File: src/rtl/branch_predict_unit_if.sv
// Pipeline-side bundle of the branch predict unit: IF lookup, EX resolve/update, statistics.
// ex_branch is the EX-stage valid; ex_stall holds EX, so an update is taken only on an edge with ex_branch=1 and ex_stall=0.
interface branch_predict_unit_if #(
    parameter int PC_WIDTH   = 32,
    parameter int STAT_WIDTH = 32
);
    logic [PC_WIDTH-1:0]   if_pc;
    logic                  pred_taken;
    logic                  ex_branch;
    logic                  ex_stall;
    logic [PC_WIDTH-1:0]   ex_pc;
    logic [2:0]            ex_funct3;
    logic                  ex_eq;
    logic                  ex_lt;
    logic                  ex_ltu;
    logic                  ex_pred_taken;
    logic                  take_branch;
    logic                  mispredict;
    logic [STAT_WIDTH-1:0] stat_branches;
    logic [STAT_WIDTH-1:0] stat_mispredicts;

    modport master (
        output if_pc, ex_branch, ex_stall, ex_pc, ex_funct3, ex_eq, ex_lt, ex_ltu, ex_pred_taken,
        input  pred_taken, take_branch, mispredict, stat_branches, stat_mispredicts
    );

    modport slave (
        input  if_pc, ex_branch, ex_stall, ex_pc, ex_funct3, ex_eq, ex_lt, ex_ltu, ex_pred_taken,
        output pred_taken, take_branch, mispredict, stat_branches, stat_mispredicts
    );
endinterface

File: src/rtl/branch_predict_unit.sv
// EX branch resolution plus a PC-indexed table of saturating counters predicting for IF,
// with mispredict flagging and wrapping branch/mispredict statistics.
module branch_predict_unit #(
    parameter int PC_WIDTH   = 32,
    parameter int INDEX_BITS = 6,
    parameter int CTR_BITS   = 2,
    parameter int STAT_WIDTH = 32
) (
    input logic                clk,
    input logic                rst,
    branch_predict_unit_if.slave bus
);
    localparam int ENTRIES = 1 << INDEX_BITS;
    localparam logic [CTR_BITS-1:0] CTR_MAX  = {CTR_BITS{1'b1}};
    localparam logic [CTR_BITS-1:0] CTR_INIT = CTR_BITS'((1 << (CTR_BITS - 1)) - 1);

    typedef logic [PC_WIDTH-1:0] pc_t;

    // Word-aligned PCs: the low two bits never select an entry.
    function automatic logic [INDEX_BITS-1:0] pc_index(input pc_t pc);
        return pc[INDEX_BITS+1:2];
    endfunction

    logic [CTR_BITS-1:0]   bht [ENTRIES];
    logic [STAT_WIDTH-1:0] stat_branches;
    logic [STAT_WIDTH-1:0] stat_mispredicts;

    logic                  funct3_valid;
    logic                  take_branch;
    logic                  mispredict;
    logic                  update_valid;
    logic [INDEX_BITS-1:0] ex_idx;
    logic [CTR_BITS-1:0]   ctr_cur;
    logic [CTR_BITS-1:0]   ctr_next;

    always_comb begin
        take_branch = 1'b0;
        case (bus.ex_funct3)
            3'b000:  take_branch = bus.ex_eq;
            3'b001:  take_branch = ~bus.ex_eq;
            3'b100:  take_branch = bus.ex_lt;
            3'b101:  take_branch = ~bus.ex_lt;
            3'b110:  take_branch = bus.ex_ltu;
            3'b111:  take_branch = ~bus.ex_ltu;
            default: take_branch = 1'b0;
        endcase
        take_branch = take_branch & bus.ex_branch;
    end

    // An invalid funct3 still raises mispredict when IF guessed taken, so the pipeline refetches.
    assign mispredict   = bus.ex_branch & (take_branch ^ bus.ex_pred_taken);
    assign funct3_valid = (bus.ex_funct3[2:1] != 2'b01);
    assign update_valid = bus.ex_branch & ~bus.ex_stall & funct3_valid;

    always_comb begin
        ex_idx   = pc_index(bus.ex_pc);
        ctr_cur  = bht[ex_idx];
        ctr_next = ctr_cur;
        if (take_branch) begin
            if (ctr_cur != CTR_MAX) ctr_next = ctr_cur + CTR_BITS'(1);
        end else begin
            if (ctr_cur != '0) ctr_next = ctr_cur - CTR_BITS'(1);
        end
    end

    always_ff @(posedge clk) begin
        if (rst) begin
            for (int i = 0; i < ENTRIES; i++) bht[i] <= CTR_INIT;
            stat_branches    <= '0;
            stat_mispredicts <= '0;
        end else if (update_valid) begin
            bht[ex_idx]   <= ctr_next;
            stat_branches <= stat_branches + STAT_WIDTH'(1);
            if (mispredict) stat_mispredicts <= stat_mispredicts + STAT_WIDTH'(1);
        end
    end

    // Read of the registered table only: an update this cycle shows up after the edge.
    assign bus.pred_taken       = bht[pc_index(bus.if_pc)][CTR_BITS-1];
    assign bus.take_branch      = take_branch;
    assign bus.mispredict       = mispredict;
    assign bus.stat_branches    = stat_branches;
    assign bus.stat_mispredicts = stat_mispredicts;
endmodule

File: src/flat_wrapper.sv
// flat-port wrapper written by rule: the top's interface ports become plain ports
module branch_predict_unit_flat 
#(
    parameter int PC_WIDTH   = 32,
    parameter int INDEX_BITS = 6,
    parameter int CTR_BITS   = 2,
    parameter int STAT_WIDTH = 32
)
  (clk, rst, bus_if_pc, bus_ex_branch, bus_ex_stall, bus_ex_pc, bus_ex_funct3, bus_ex_eq, bus_ex_lt, bus_ex_ltu, bus_ex_pred_taken, bus_pred_taken, bus_take_branch, bus_mispredict, bus_stat_branches, bus_stat_mispredicts);
  branch_predict_unit_if #(.PC_WIDTH(PC_WIDTH), .STAT_WIDTH(STAT_WIDTH)) bus_i ();
  input logic clk;
  input logic rst;
  input wire logic [$bits(bus_i.if_pc)-1:0] bus_if_pc;
  input wire logic [$bits(bus_i.ex_branch)-1:0] bus_ex_branch;
  input wire logic [$bits(bus_i.ex_stall)-1:0] bus_ex_stall;
  input wire logic [$bits(bus_i.ex_pc)-1:0] bus_ex_pc;
  input wire logic [$bits(bus_i.ex_funct3)-1:0] bus_ex_funct3;
  input wire logic [$bits(bus_i.ex_eq)-1:0] bus_ex_eq;
  input wire logic [$bits(bus_i.ex_lt)-1:0] bus_ex_lt;
  input wire logic [$bits(bus_i.ex_ltu)-1:0] bus_ex_ltu;
  input wire logic [$bits(bus_i.ex_pred_taken)-1:0] bus_ex_pred_taken;
  output wire logic [$bits(bus_i.pred_taken)-1:0] bus_pred_taken;
  output wire logic [$bits(bus_i.take_branch)-1:0] bus_take_branch;
  output wire logic [$bits(bus_i.mispredict)-1:0] bus_mispredict;
  output wire logic [$bits(bus_i.stat_branches)-1:0] bus_stat_branches;
  output wire logic [$bits(bus_i.stat_mispredicts)-1:0] bus_stat_mispredicts;
  assign bus_i.if_pc = bus_if_pc;
  assign bus_i.ex_branch = bus_ex_branch;
  assign bus_i.ex_stall = bus_ex_stall;
  assign bus_i.ex_pc = bus_ex_pc;
  assign bus_i.ex_funct3 = bus_ex_funct3;
  assign bus_i.ex_eq = bus_ex_eq;
  assign bus_i.ex_lt = bus_ex_lt;
  assign bus_i.ex_ltu = bus_ex_ltu;
  assign bus_i.ex_pred_taken = bus_ex_pred_taken;
  assign bus_pred_taken = bus_i.pred_taken;
  assign bus_take_branch = bus_i.take_branch;
  assign bus_mispredict = bus_i.mispredict;
  assign bus_stat_branches = bus_i.stat_branches;
  assign bus_stat_mispredicts = bus_i.stat_mispredicts;
  branch_predict_unit #(.PC_WIDTH(PC_WIDTH), .INDEX_BITS(INDEX_BITS), .CTR_BITS(CTR_BITS), .STAT_WIDTH(STAT_WIDTH)) u_core (.clk(clk), .rst(rst), .bus(bus_i));
endmodule
File: config.mk
export PLATFORM = sky130hd
export DESIGN_NAME = branch_predict_unit_flat
export DESIGN_NICKNAME = d
export VERILOG_FILES = /design/src/rtl/branch_predict_unit_if.sv /design/src/rtl/branch_predict_unit.sv /design/src/flat_wrapper.sv
export SDC_FILE = /design/constraint.sdc
export NUM_CORES = 1
export LEC_CHECK = 0
export BUFFER_PORTS_ARGS = -buffer_cell sky130_fd_sc_hd__buf_2
export CAP_MARGIN = 20
export CORE_ASPECT_RATIO = 0.75
export CORE_MARGIN = 2
export CORE_UTILIZATION = 35
export CTS_BUF_LIST = sky130_fd_sc_hd__clkbuf_2
export DETAILED_ROUTE_END_ITERATION = 10
export PLACE_DENSITY = 0.57
export SLEW_MARGIN = 10
export SYNTH_ARGS = -nofsm -noshare
export SYNTH_HDL_FRONTEND = slang
export SYNTH_SLANG_ARGS = --single-unit
File: constraint.sdc
create_clock -name clk -period 3.55 [get_ports clk]
set_input_delay 0.355 -clock clk [delete_from_list [all_inputs] [get_ports clk]]
set_output_delay 0.355 -clock clk [all_outputs]
set_load 0.005 [all_outputs]
==> impl_metrics.yaml <==
timing:
  worst_slack_ps: 220
  rsz0062_at_grt: "false"
  slew_viol_final: 0
  max_freq_mhz: 300
  finalClockSkew_ps: 50.7
  finalHoldViolCount: 0
  max_slew_margin_pct: 31.3
  setup_viol: 0
  min_period_ps: 3330
  tightest_slew_ps: 1030
  fin_setup_tns_ps: 0
  period_share_pct: 93.8
cts:
  cts_tree: "yes"
  clkTransAtPathRegs_ps: 290
  cts_hold_buf: 5
  htreeDepth: 4
  cts_buffer_depth: 2
  clkSinkCount: 192
  cts_setup_buffers: 0
  cts_buffers: 17
  clock_latency_ps: 790
  cts.repair.resized: 0
  cts_root_buf: "clkbuf_2"
power_and_ir_drop:
  power_frac_comb_pct: 13.2
  switching_power_mw: 1.19
  power_density_nw_per_um2: 357
  clkPwrFrac_pct: 26.8
  power.leakage_nw: 3.93
  power_mw: 4.07
  seq_power_share_pct: 60.0
  intPower_mw: 2.88
  p_sw_share_pct: 29.3
  vdd_drop_max_mv: 0.163
detailed_routing:
  vias: 7944
  routed_wl_um: 27900
  drtPass1Iterations: 6
  drt_iter0_markers: 794
  ant_nets: 0
  remaining_drc_errors: 0
  avgRoutedWirePerCell_um: 18.9
  routed_via_density: 5.38
floorplanning:
  core_sq_um: 28900
  start_util_pct: 35.3
  die_h_um: 152
  rows: 54
  num_io_pins: 142
  die_area_sq_um: 30500
  dieWidth_um: 201
synth:
  synth_cell_types: 63
  synth-main-ff-cell: "edfxtp_1"
  yosysTopAreaCell: "edfxtp_1"
  synth-edff-count: 128
  ys_seq_area_share_pct: 50.3
  synth_top_cell_area_share_pct: 37.7
  syn-num-nets: 1067
  synthCells: 990
  synth_seq_cells: 192
  yosys-top-cells-area: "edfxtp_1, dfxtp_1, mux4_2, nor2_1, nand2b_1"
  avgSynthCellArea_sq_um: 10.3
  syn_area_sq_um: 10200
  ys_warn_count: 0
  ys_async_sr_fraction_pct: 0
setup_path:
  r2r-start: "u_core.bht[6][1]"
  critical_path_class: "flop to output pin"
  cp_max_fo: 2
  cp.arrival_ps: 2980
  critPathCaptureType: "output pin"
  r2r_setup_slack_ps: 630
  cp.required_ps: 3190
  worstRegToRegCells: 8
  rr_endpoint: "u_core.bht[42][0]"
  startpoint_type: "flop"
finish:
  area_growth_pct: 11.7
  drive_above_1_share_pct: 20.0
  nets: 1145
  layout_common_cells: "nor2_1, edfxtp_1, nand2_1, buf_2, nand3_1"
global_routing:
  overflow: 0
  grt_max_degree: 101
  grt.total_usage_pct: 18.4
  grt_pass1_vias: 7355
  antenna_found_initial: 1
  grt_pass1_wl_um: 42900
place:
  dp_hpwl_um: 19200
  port_buffers: 89
  dp_worst_setup_slack_ps: 254
  routabilityCongestion: 0.827
min_path:
  hold_class: "input port to flop"
  holdPathEnd: "u_core.bht[41][0]"
  hold_path_depth: 4
  hp-start: "bus_ex_pc[5]"
outcome:
  status: "complete, no violations"
flow_run:
  maxCapViolCount: 0
[critical path: stages, from the launching register on]
cell and delay, ps:
edfxtp_1 540, mux4_2 560, mux4_2 500, mux4_2 460
buf_2 140
[power by group through the flow]
stage / logic (mW) / registers (mW) / clock network (mW)
2_1_floorplan: 0.373 / 2.47 / 0
5_1_grt: 0.575 / 2.45 / 1.21
6_report: 0.539 / 2.44 / 1.09
3_5_place_dp: 0.531 / 2.48 / 0
3_3_place_gp: 0.527 / 2.48 / 0
4_1_cts: 0.538 / 2.44 / 1.13
[how the worst max path moves through the flow]
stage	from	slack, ps	endpoint
after detailed placement	bus_ex_pc[4]	250	u_core.bht[38][0]
after CTS	u_core.bht[12][1]	130	bus_pred_taken
after global placement	bus_ex_pc[4]	350	u_core.bht[35][0]
final	u_core.bht[12][1]	220	bus_pred_taken
after global routing	u_core.bht[12][1]	70	bus_pred_taken
after floorplan	bus_if_pc[2]	670	bus_pred_taken
[layout make-up]
| type | count | area [sq um] |
|---|---|---|
| Antenna cell | 3 | 7.51 |
| Clock buffer | 17 | 85.1 |
| Tap cell | 392 | 490 |
| Sequential cell | 192 | 5120 |
| Timing Repair Buffer | 138 | 891 |
| Clock inverter | 15 | 134 |
| Fill cell | 2852 | 17500 |
| Inverter | 14 | 52.6 |
| Multi-Input combinational cell | 705 | 4600 |
[sequential cells by signal (all words and copies together) (netlist names)]
name,count
u_core.bus.stat_branches,32
u_core.bus.stat_mispredicts,32
u_core.bht,128
[Yosys cell counts, drive strengths merged, types with 4 or more instances]
cell and count:
a22oi 9, inv 14, xor2 29, or3 9, a21oi 22, nand4 18
and3b 5, edfxtp 128, o22ai 5, and2 10, nor3 11, mux2 11
nand3 84, buf 34, a31oi 5, nand2b 73, xnor2 15, a22o 5
nor2 128, and3 17, o211ai 4, nand2 97, o21ai 14, mux2i 19
clkbuf 45, o31ai 9, nor2b 13, or4 13, dfxtp 64, a221o 4
mux4 28, and4 5
[cell families after synthesis]
kind of cell | synth area share (%)
and+or+nand+nor | 24.8
DFF | 50.3
AOI/OAI and AO/OA | 6.85
buffers and inverters | 4.59
muxes | 9.27
xor gates and xnor gates | 3.78
adders and majority gates | 0.454
[metrics by stage]
step / cell area [sq um] / std cells / hold WS, ps / util [%]
floorplan: 10200 / 990 / 474 / -
global placement: 11100 / 1436 / 463 / 38.5
detailed placement: 11100 / 1436 / 483 / 38.5
CTS: 11400 / 1473 / 16.9 / 39.4
global route: 11400 / 1476 / 35.2 / 39.5
finish: 11400 / 1476 / 118 / 39.5
[routing by layer]
metal	GRT usage [%]	vias up	routed length [um]
li1	-	3724	-
met1	27.9	3913	13800
met2	26.4	278	11800
met3	3.46	29	1880
met4	5.00	0	405
met5	0	-	0
(Power assumes the default switching activity.)
